<file path="src/rtl/delay_train_pkg.sv">
// Shared types and helpers for the delay-line tap trainer.
package delay_train_pkg;

  localparam int unsigned DLY_W   = 4;
  localparam int unsigned DLY_MAX = 15;

  typedef enum logic [2:0] {
    ST_IDLE,
    ST_FLUSH,
    ST_PROBE,
    ST_LISTEN,
    ST_ADJUST,
    ST_SETTLE,
    ST_DONE
  } dt_state_t;

  // Number of increments taking the line from meas to target, modulo line length.
  function automatic logic [DLY_W-1:0] dly_diff(input logic [DLY_W-1:0] target,
                                                input logic [DLY_W-1:0] meas);
    return target - meas;
  endfunction

endpackage

</file>
<file path="src/rtl/delay_probe_meas.sv">
// Flush / single-probe / listen engine: measures the delay line's current length.
module delay_probe_meas
  import delay_train_pkg::*;
#(
  parameter int unsigned FLUSH_LEN = 16
) (
  input  logic             clk,
  input  logic             rst,
  input  logic             go,
  input  logic             echo_in,
  output logic             probe_out,
  output logic             meas_valid,
  output logic [DLY_W-1:0] meas,
  output logic             timeout
);

  localparam int unsigned FCNT_W = (FLUSH_LEN > 1) ? $clog2(FLUSH_LEN) : 1;

  dt_state_t          phase;
  logic [FCNT_W-1:0]  fcnt;
  logic [DLY_W-1:0]   cnt;

  always_ff @(posedge clk) begin
    if (rst) begin
      phase      <= ST_IDLE;
      fcnt       <= '0;
      cnt        <= '0;
      probe_out  <= 1'b0;
      meas_valid <= 1'b0;
      meas       <= '0;
      timeout    <= 1'b0;
    end else begin
      meas_valid <= 1'b0;
      timeout    <= 1'b0;
      case (phase)
        ST_FLUSH: begin
          if (fcnt == FCNT_W'(FLUSH_LEN - 1)) begin
            phase     <= ST_PROBE;
            probe_out <= 1'b1;
          end else begin
            fcnt <= fcnt + FCNT_W'(1);
          end
        end
        // A zero-length line echoes combinationally during the probe cycle itself.
        ST_PROBE: begin
          probe_out <= 1'b0;
          if (echo_in) begin
            meas       <= '0;
            meas_valid <= 1'b1;
            phase      <= ST_IDLE;
          end else begin
            cnt   <= DLY_W'(1);
            phase <= ST_LISTEN;
          end
        end
        ST_LISTEN: begin
          if (echo_in) begin
            meas       <= cnt;
            meas_valid <= 1'b1;
            phase      <= ST_IDLE;
          end else if (cnt == DLY_W'(DLY_MAX)) begin
            timeout <= 1'b1;
            phase   <= ST_IDLE;
          end else begin
            cnt <= cnt + DLY_W'(1);
          end
        end
        default: begin
          if (go) begin
            phase <= ST_FLUSH;
            fcnt  <= '0;
          end
        end
      endcase
    end
  end

endmodule

</file>
<file path="src/rtl/delay_tap_trainer.sv">
// Trains a wrapping 16-length delay line to TARGET: measure, pulse the difference, verify.
module delay_tap_trainer
  import delay_train_pkg::*;
#(
  parameter int unsigned TARGET    = 8,
  parameter int unsigned FLUSH_LEN = 16,
  parameter int unsigned SETTLE    = 2
) (
  input  logic             clk,
  input  logic             rst,
  input  logic             start,
  input  logic             echo_in,
  output logic             probe_out,
  output logic             inc_pulse,
  output logic             busy,
  output logic             done,
  output logic             locked,
  output logic             err,
  output logic [DLY_W-1:0] meas_len
);

  localparam logic [DLY_W-1:0] TGT    = DLY_W'(TARGET);
  localparam int unsigned      SCNT_W = (SETTLE > 1) ? $clog2(SETTLE) : 1;

  dt_state_t          state;
  logic               verify_pass;
  logic [DLY_W-1:0]   remaining;
  logic [SCNT_W-1:0]  scnt;

  logic               go_c;
  logic               settle_last_c;
  logic               meas_valid;
  logic               timeout;
  logic [DLY_W-1:0]   meas;

  assign settle_last_c = (scnt == SCNT_W'(SETTLE - 1));
  assign go_c = ((state == ST_IDLE) && start) ||
                ((state == ST_SETTLE) && settle_last_c && (remaining == '0));

  delay_probe_meas #(
    .FLUSH_LEN (FLUSH_LEN)
  ) u_probe (
    .clk        (clk),
    .rst        (rst),
    .go         (go_c),
    .echo_in    (echo_in),
    .probe_out  (probe_out),
    .meas_valid (meas_valid),
    .meas       (meas),
    .timeout    (timeout)
  );

  assign meas_len = meas;

  // ST_FLUSH here spans the whole probe engine run; its sub-phases live in u_probe.
  always_ff @(posedge clk) begin
    if (rst) begin
      state       <= ST_IDLE;
      verify_pass <= 1'b0;
      remaining   <= '0;
      scnt        <= '0;
      inc_pulse   <= 1'b0;
      busy        <= 1'b0;
      done        <= 1'b0;
      locked      <= 1'b0;
      err         <= 1'b0;
    end else begin
      inc_pulse <= 1'b0;
      done      <= 1'b0;
      case (state)
        ST_IDLE: begin
          if (start) begin
            state       <= ST_FLUSH;
            busy        <= 1'b1;
            locked      <= 1'b0;
            err         <= 1'b0;
            verify_pass <= 1'b0;
          end
        end
        ST_FLUSH: begin
          if (timeout) begin
            err   <= 1'b1;
            state <= ST_DONE;
            done  <= 1'b1;
            busy  <= 1'b0;
          end else if (meas_valid) begin
            if (verify_pass) begin
              locked <= (meas == TGT);
              err    <= (meas != TGT);
              state  <= ST_DONE;
              done   <= 1'b1;
              busy   <= 1'b0;
            end else if (dly_diff(TGT, meas) == '0) begin
              locked <= 1'b1;
              state  <= ST_DONE;
              done   <= 1'b1;
              busy   <= 1'b0;
            end else begin
              remaining <= dly_diff(TGT, meas);
              inc_pulse <= 1'b1;
              state     <= ST_ADJUST;
            end
          end
        end
        ST_ADJUST: begin
          remaining <= remaining - DLY_W'(1);
          scnt      <= '0;
          state     <= ST_SETTLE;
        end
        ST_SETTLE: begin
          if (settle_last_c) begin
            if (remaining != '0) begin
              inc_pulse <= 1'b1;
              state     <= ST_ADJUST;
            end else begin
              verify_pass <= 1'b1;
              state       <= ST_FLUSH;
            end
          end else begin
            scnt <= scnt + SCNT_W'(1);
          end
        end
        ST_DONE: state <= ST_IDLE;
        default: state <= ST_IDLE;
      endcase
    end
  end

endmodule

</file>
<file path="config.mk">
export PLATFORM = sky130hd
export DESIGN_NAME = delay_tap_trainer
export DESIGN_NICKNAME = d
export VERILOG_FILES = /design/src/rtl/delay_train_pkg.sv /design/src/rtl/delay_probe_meas.sv /design/src/rtl/delay_tap_trainer.sv
export SDC_FILE = /design/constraint.sdc
export NUM_CORES = 1
export LEC_CHECK = 0
export BUFFER_PORTS_ARGS = -buffer_cell sky130_fd_sc_hd__buf_2
export CAP_MARGIN = 10
export CORE_ASPECT_RATIO = 2
export CORE_MARGIN = 2
export CORE_UTILIZATION = 55
export CTS_BUF_LIST = sky130_fd_sc_hd__clkbuf_8
export CTS_CLUSTER_DIAMETER = 80
export DETAILED_ROUTE_END_ITERATION = 10
export GPL_ROUTABILITY_DRIVEN = 0
export PLACE_DENSITY = 0.77
export SYNTH_ARGS = -nofsm -noshare
export SYNTH_HDL_FRONTEND = slang
export SYNTH_HIERARCHICAL = 1
export SYNTH_SLANG_ARGS = --single-unit
</file>
<file path="constraint.sdc">
create_clock -name clk -period 2 [get_ports clk]
set_input_delay 0.2 -clock clk [delete_from_list [all_inputs] [get_ports clk]]
set_output_delay 0.2 -clock clk [all_outputs]
set_load 0.01 [all_outputs]
</file>
# ---- Yosys cells after proc, flatten, opt, wreduce, memory -nomap -nowiden
# Index checks and enable logic that the tools add are counted.
dict set report totals {
  register_bits 32
  latch_bits 0
  ram_bits 0
  mem_bits_ro 0
  inputBits 4
  out_inout_bits 10
  wordCells 149
  mem_count 0
}
dict set report classes {
  addsub 5
  mul 0
  div_mod_pow 0
  magnitude_cmp 0
  eq_ne 29
  shifts 0
  n_mux 65
  bitwise 3
  n_reduce_logical 31
}
# cell count
set ops {}
lappend ops {{4-bit two-way mux} 11}
lappend ops {{4-bit case mux with 2 select lines} 4}
lappend ops {{1-bit two-way mux} 29}
lappend ops {{3-bit two-way mux} 9}
lappend ops {{2-bit != test (second input constant)} 12}
lappend ops {{4-bit AND reduction} 4}
lappend ops {{1-bit case mux with 2 select lines} 7}
lappend ops {{2-bit nonzero test} 7}
lappend ops {{4-bit == test (second input constant)} 3}
lappend ops {{3-bit case mux with 4 select lines} 1}
lappend ops {{3-bit AND reduction} 4}
lappend ops {{5-bit AND reduction} 2}
lappend ops {{3-bit case mux with 3 select lines} 1}
lappend ops {{4-bit by 1-bit adder with 4-bit output (second input constant)} 2}
lappend ops {{4-bit logical NOT} 2}
lappend ops {{4-bit nonzero test} 2}
lappend ops {{3-bit by 1-bit == test with 1-bit output (second input constant)} 2}
lappend ops {{3-bit by 2-bit == test with 1-bit output (second input constant)} 2}
lappend ops {{3-bit == test (second input constant)} 2}
lappend ops {{2-bit two-way mux} 3}
lappend ops {{3-bit by 2-bit != test with 1-bit output (second input constant)} 2}
lappend ops {{2-bit OR reduction} 3}
lappend ops {{2-bit by 1-bit != test with 1-bit output (second input constant)} 2}
lappend ops {{4-bit by 3-bit != test with 1-bit output (second input constant)} 1}
lappend ops {{12 further kinds} 16}

# ---- Depth between registers and ports, before layout
dict set report logic_depth {
  word_depth 7
  mapped_depth 9
  ltp_nobuf 9
}

# ---- Hierarchy
# Netlist, hierarchy kept.
# mod instances cells_per_inst area_each_um2 seq_area_each_um2
set modules_own_cells {}
lappend modules_own_cells {delay_tap_trainer 1 110 878.3 280.3}
lappend modules_own_cells {delay_probe_meas 1 95 862.1 340.3}

# ---- Worst setup path before layout
# Ideal clock, no wire load.
dict set report synth_path {
  kind {register -> register}
  start {reg state[1]}
  end {reg u_probe.phase[0]}
  setup_ns 0.091
  arrival_ns 1.833
  t_required_ns 1.909
  setup_slack_ns 0.076
  path_stages_with_launch 8
  path_buffers 1
  period_less_slack_ns 1.924
  path_cell_list {dfxtp_1 > clkbuf_1 > or4b_2 > o21ai_0 > nor3_1 > a21oi_1 > a21oi_1 > a311oi_1}
}
dict set report synth_via {
  elab_chain_len 6
  word_cells_on_any_way 8
  cone_classes {eq/ne: 1; reduce/logical: 7}
}
# item line_no
set synth_rtl {}
lappend synth_rtl {{start: declaration} delay_tap_trainer.sv:25} ;# dt_state_t state;
lappend synth_rtl {{start signal: assignment} delay_tap_trainer.sv:58} ;# state <= ST_IDLE;
lappend synth_rtl {{start signal: assignment} delay_tap_trainer.sv:73} ;# state <= ST_FLUSH;
lappend synth_rtl {{start signal: assignment} delay_tap_trainer.sv:83} ;# state <= ST_DONE;
lappend synth_rtl {{3-bit == test} delay_tap_trainer.sv:38} ;# ((state == ST_SETTLE) && settle_last_c && (remaining == '0));
lappend synth_rtl {{1-bit logical AND (2 in series)} delay_tap_trainer.sv:38}
lappend synth_rtl {{1-bit logical OR (*)} delay_tap_trainer.sv:37} ;# assign go_c = ((state == ST_IDLE) && start) ||
lappend synth_rtl {{net go_c} delay_tap_trainer.sv:30} ;# logic go_c;
lappend synth_rtl {{4-bit nonzero test (no line) (*)} n/a}
lappend synth_rtl {{3-bit AND reduction (no line) (*)} n/a}
lappend synth_rtl {{end signal: assignment} delay_probe_meas.sv:60} ;# phase <= ST_IDLE;
lappend synth_rtl {{end signal: assignment} delay_probe_meas.sv:63} ;# phase <= ST_IDLE;
lappend synth_rtl {{end signal: assignment} delay_probe_meas.sv:70} ;# phase <= ST_FLUSH;
lappend synth_rtl {{end: declaration} delay_probe_meas.sv:19} ;# dt_state_t phase;
# Mark *: on every way through the listed nets, which the timed path passes. The rest lies on a longest branch.
# A chain may end at the register's enable or synchronous reset.

# ---- Worst setup path in the final report
dict set report layout_path {
  start {reg remaining[0]}
  end {reg u_probe.phase[0]}
}
dict set report layout_via {
  elab_chain_len 5
}
# item line_no
set layout_rtl {}
lappend layout_rtl {{start: declaration} delay_tap_trainer.sv:27} ;# logic [DLY_W-1:0] remaining;
lappend layout_rtl {{start signal: assignment} delay_tap_trainer.sv:99} ;# remaining <= dly_diff(TGT, meas);
lappend layout_rtl {{start signal: assignment} delay_tap_trainer.sv:106} ;# remaining <= remaining - DLY_W'(1);
lappend layout_rtl {{4-bit logical NOT} delay_tap_trainer.sv:38}
lappend layout_rtl {{1-bit logical AND} delay_tap_trainer.sv:38}
lappend layout_rtl {{1-bit logical OR} delay_tap_trainer.sv:37}
lappend layout_rtl {{net go_c} delay_tap_trainer.sv:30}
lappend layout_rtl {{4-bit nonzero test (no line)} n/a}
lappend layout_rtl {{3-bit AND reduction (no line)} n/a}
# The timed path passes the listed nets, and every way through them passes these cells.

==> metrics.md <==
| Metric | Value |
|---|---|
| Status | completed |
| P_leak | 0.787 nW |
| DP Cell Count | 246 |
| Worst-case reg-to-reg path depth | 9 |
| Die ar. | 0.00366 mm2 |
| Number of antenna violations at the first check in global routing | 0 |
| DP HPWL | 3180 um |
| Setup violators final | 0 |
| Final net count | 235 |
| Die height | 83.6 um |
| Die width | 43.8 um |
| Yosys top cell by area | dfxtp_1 |
| Maximum clock path buffer count | 2 |
| Hold Vio Cnt, Final | 0 |
| Design Area, Final | 0.00198 mm2 |
| Most common flop cell mapped by yosys | dfxtp_1 |
| Sw frac | 33.1% |
| Critical Path RT | 2.19 ns |
| Reg2reg end | u_probe/phase[0] |
| Cells after Synth | 205 |
| Setup ws final | 0.122 ns |
| Worst Hold Depth | 3 |
| Placed Area | 0.00185 mm2 |
| Ports | 14 |
| Worst r2r src | remaining[0] |
| Syn avg cell area | 8.49 um2 |
| Post-synthesis cell area | 0.00174 mm2 |
| Total design power | 1.85 mW |
| I/O Buffers | 13 |
| PostCTS Resize Cnt | 2 |
| Drt wl/cell | 16.5 um |
| Vias in the first global route | 1588 |
| Clk_lat worst skew | 0.29 ns |
| Sequential area share after synthesis | 35.7% |
| Hold path start | echo_in |
| Hold Crit Class | in -> reg |
| Fin. max-slew vios | 0 |
| Setup Skew | 0.0111 ns |
| RSZ-0062 raised after global routing | no |
| NetSw | 0.614 mW |
| Dpl ws | -0.0371 ns |
| Synthesis-to-finish area growth | 13.6% |
| Yosys top cell area share | 35.7% |
| Tmin final | 1.88 ns |
| Comb power frac | 26.9% |
| Fin crit share | 93.9% |
| CTS root buf | clkbuf_8 |
| Synth Warn # | 6 |
| Clock power frac | 33.5% |
| Residual DRC count | 0 |
| Power Density | 938 mW/mm2 |
| Largest net degree at the start of global routing | 31 |
| Setup bufs post-CTS | 0 |
| Clk sink count | 31 |
| Cell variety after synth | 59 |
| Via count | 1632 |
| Vias per inst | 6.43 |
| Worst-Margin Slew | 0.628 ns |
| Crit. End Element | register |
| Routed WL | 4200 um |
| Seq pwr share | 39.6% |
| Diodes inserted | 0 |
| Detail Route Antenna Nets | 0 |
| First-pass GRT wire length | 6880 um |
| R2R setup slack | 0.12 ns |
| Clk slew on worst S/H paths | 0.07 ns |
| Max-cap violations | 0 |
| Hold_buf cts | 0 |
| DRT Pass-1 Iters | 4 |
| Non-Filler Instances | 254 |
| 1st-iter DRT viols | 45 |
| CTS tree | done |
| Pint | 1.24 mW |
| CP arrival | 2.06 ns |
| CORE AREA | 0.00298 mm2 |
| CTS Buf Count | 5 |
| Seq cells post-synth | 31 |
| Post-synth EDFFs | 0 |
| Kind of critical path | reg -> reg |
| Kind of start point of the critical path | register |
| GRT Overall Usage | 24.4% |
| # H-tree levels | 2 |
| Ratio of cells with drive above 1 in the final layout | 19.6% |
| Critical Path Fanout Max | 3 |
| Syn_nets | 217 |
| Row cnt | 28 |
| Worst Hold End | u_probe/meas_valid |
| Max-slew headroom | 57.5% |
| Remaining global-route overflow | 0 |
| Top post-synthesis cells by area | dfxtp_1 (36%), ha_1 (5.8%), nor2_1 (5.6%) |
| Ys async rst share | 0% |
| Starting Density | 58.4% |
| Fmax | 533 MHz |
| Maximum VDD drop | 0.654 mV |
| Origin of the worst setup path | remaining[0] |
[through the flow]
stage               util, %  TNS (ns)  hold WS, ns
finish                 66.4         0        0.243
global route           66.4         0        0.267
CTS                    66.1         0        0.243
detailed placement     62.2   -0.0371        0.472
global placement       62.2         0        0.462
floorplan                 -         0        0.272
[routing by layer]
metal | vias to the layer above | wire length [um] | global-route usage, %
li1 | 797 | - | -
met1 | 767 | 1500 | 22.5
met2 | 51 | 2400 | 46.1
met3 | 17 | 129 | 4.76
met4 | 0 | 172 | 12.7
met5 | - | 0 | 0
[cell families after synthesis]
group	Yosys count	share of synthesized area (%)
AOI/OAI and AO/OA	62	26.2
xor gates and xnor gates	2	1.01
adders and majority gates	8	5.75
buffers and inverters	21	5.32
DFF	31	35.7
muxes	2	1.15
and+or+nand+nor	79	24.9
[synthesized netlist by cell type, types with 2 or more instances]
cell,count
a211oi_1,6
a21oi_1,11
a31o_2,2
a31oi_1,3
a32oi_1,4
and2_1,2
buf_2,2
clkbuf_1,5
dfxtp_1,31
ha_1,8
inv_1,11
mux2i_1,2
nand2_1,9
nand2b_1,5
nand3_1,8
nand4_1,2
nor2_1,26
nor2b_1,2
nor3_1,5
nor3b_1,4
nor4b_1,3
o211a_1,2
o21ai_0,13
o22ai_1,3
or3b_2,2
[critical path: stages, from the launching register on]
cell	delay (ns)
dfxtp_1	0.36
inv_1	0.07
ha_1	0.22
nor3b_2	0.17
nand4_1	0.13
o21ai_2	0.09
nor3_1	0.20
a21oi_2	0.07
and2_1	0.18
a311oi_1	0.28
[area by class of cell]
cell class,count,area [um2]
multi-input combinational,153,1040
timing repair buffer,21,125
tap,30,37.5
clock buffer,5,68.8
sequential,31,621
inverter,11,41.3
fill,266,1000
clock inverter,3,43.8
[state kept, by name, indices dropped and copies added, names as in the netlist]
register	flops
done	1
remaining	4
u_probe/meas	4
inc_pulse	1
u_probe/meas_valid	1
locked	1
u_probe/probe_out	1
u_probe/timeout	1
err	1
u_probe/fcnt	4
verify_pass	1
u_probe/phase	2
u_probe/cnt	4
busy	1
scnt	1
state	3
[power by group through the flow]
stage	Sequential, mW	Combinational, mW	Clock [mW]
finish	0.734	0.499	0.621
global route	0.741	0.554	0.645
CTS	0.731	0.486	0.631
detailed placement	0.746	0.480	0
global placement	0.742	0.450	0
floorplan	0.727	0.369	0
[worst max-delay path by stage]
| stage | end | slack (ns) |
|---|---|---|
| after floorplan | u_probe/phase[0] | 0.08 |
| after global placement | u_probe/phase[0] | 0.08 |
| after detailed placement | u_probe/phase[0] | -0.04 |
| after CTS | u_probe/phase[0] | 0.003 |
| after global routing | remaining[1] | 0.0003 |
| final | u_probe/phase[0] | 0.12 |
[cell usage in the layout (no fill, tap or decap), types with 6 or more instances in the layout]
cell type and n:
buf_4 8, nand3_1 8, ha_1 8, o21ai_0 12
a21oi_1 10, dfxtp_1 31, buf_2 13, inv_1 11
a211oi_1 6, nand2_1 9, nor2_1 26
(Power assumes the default switching activity.)
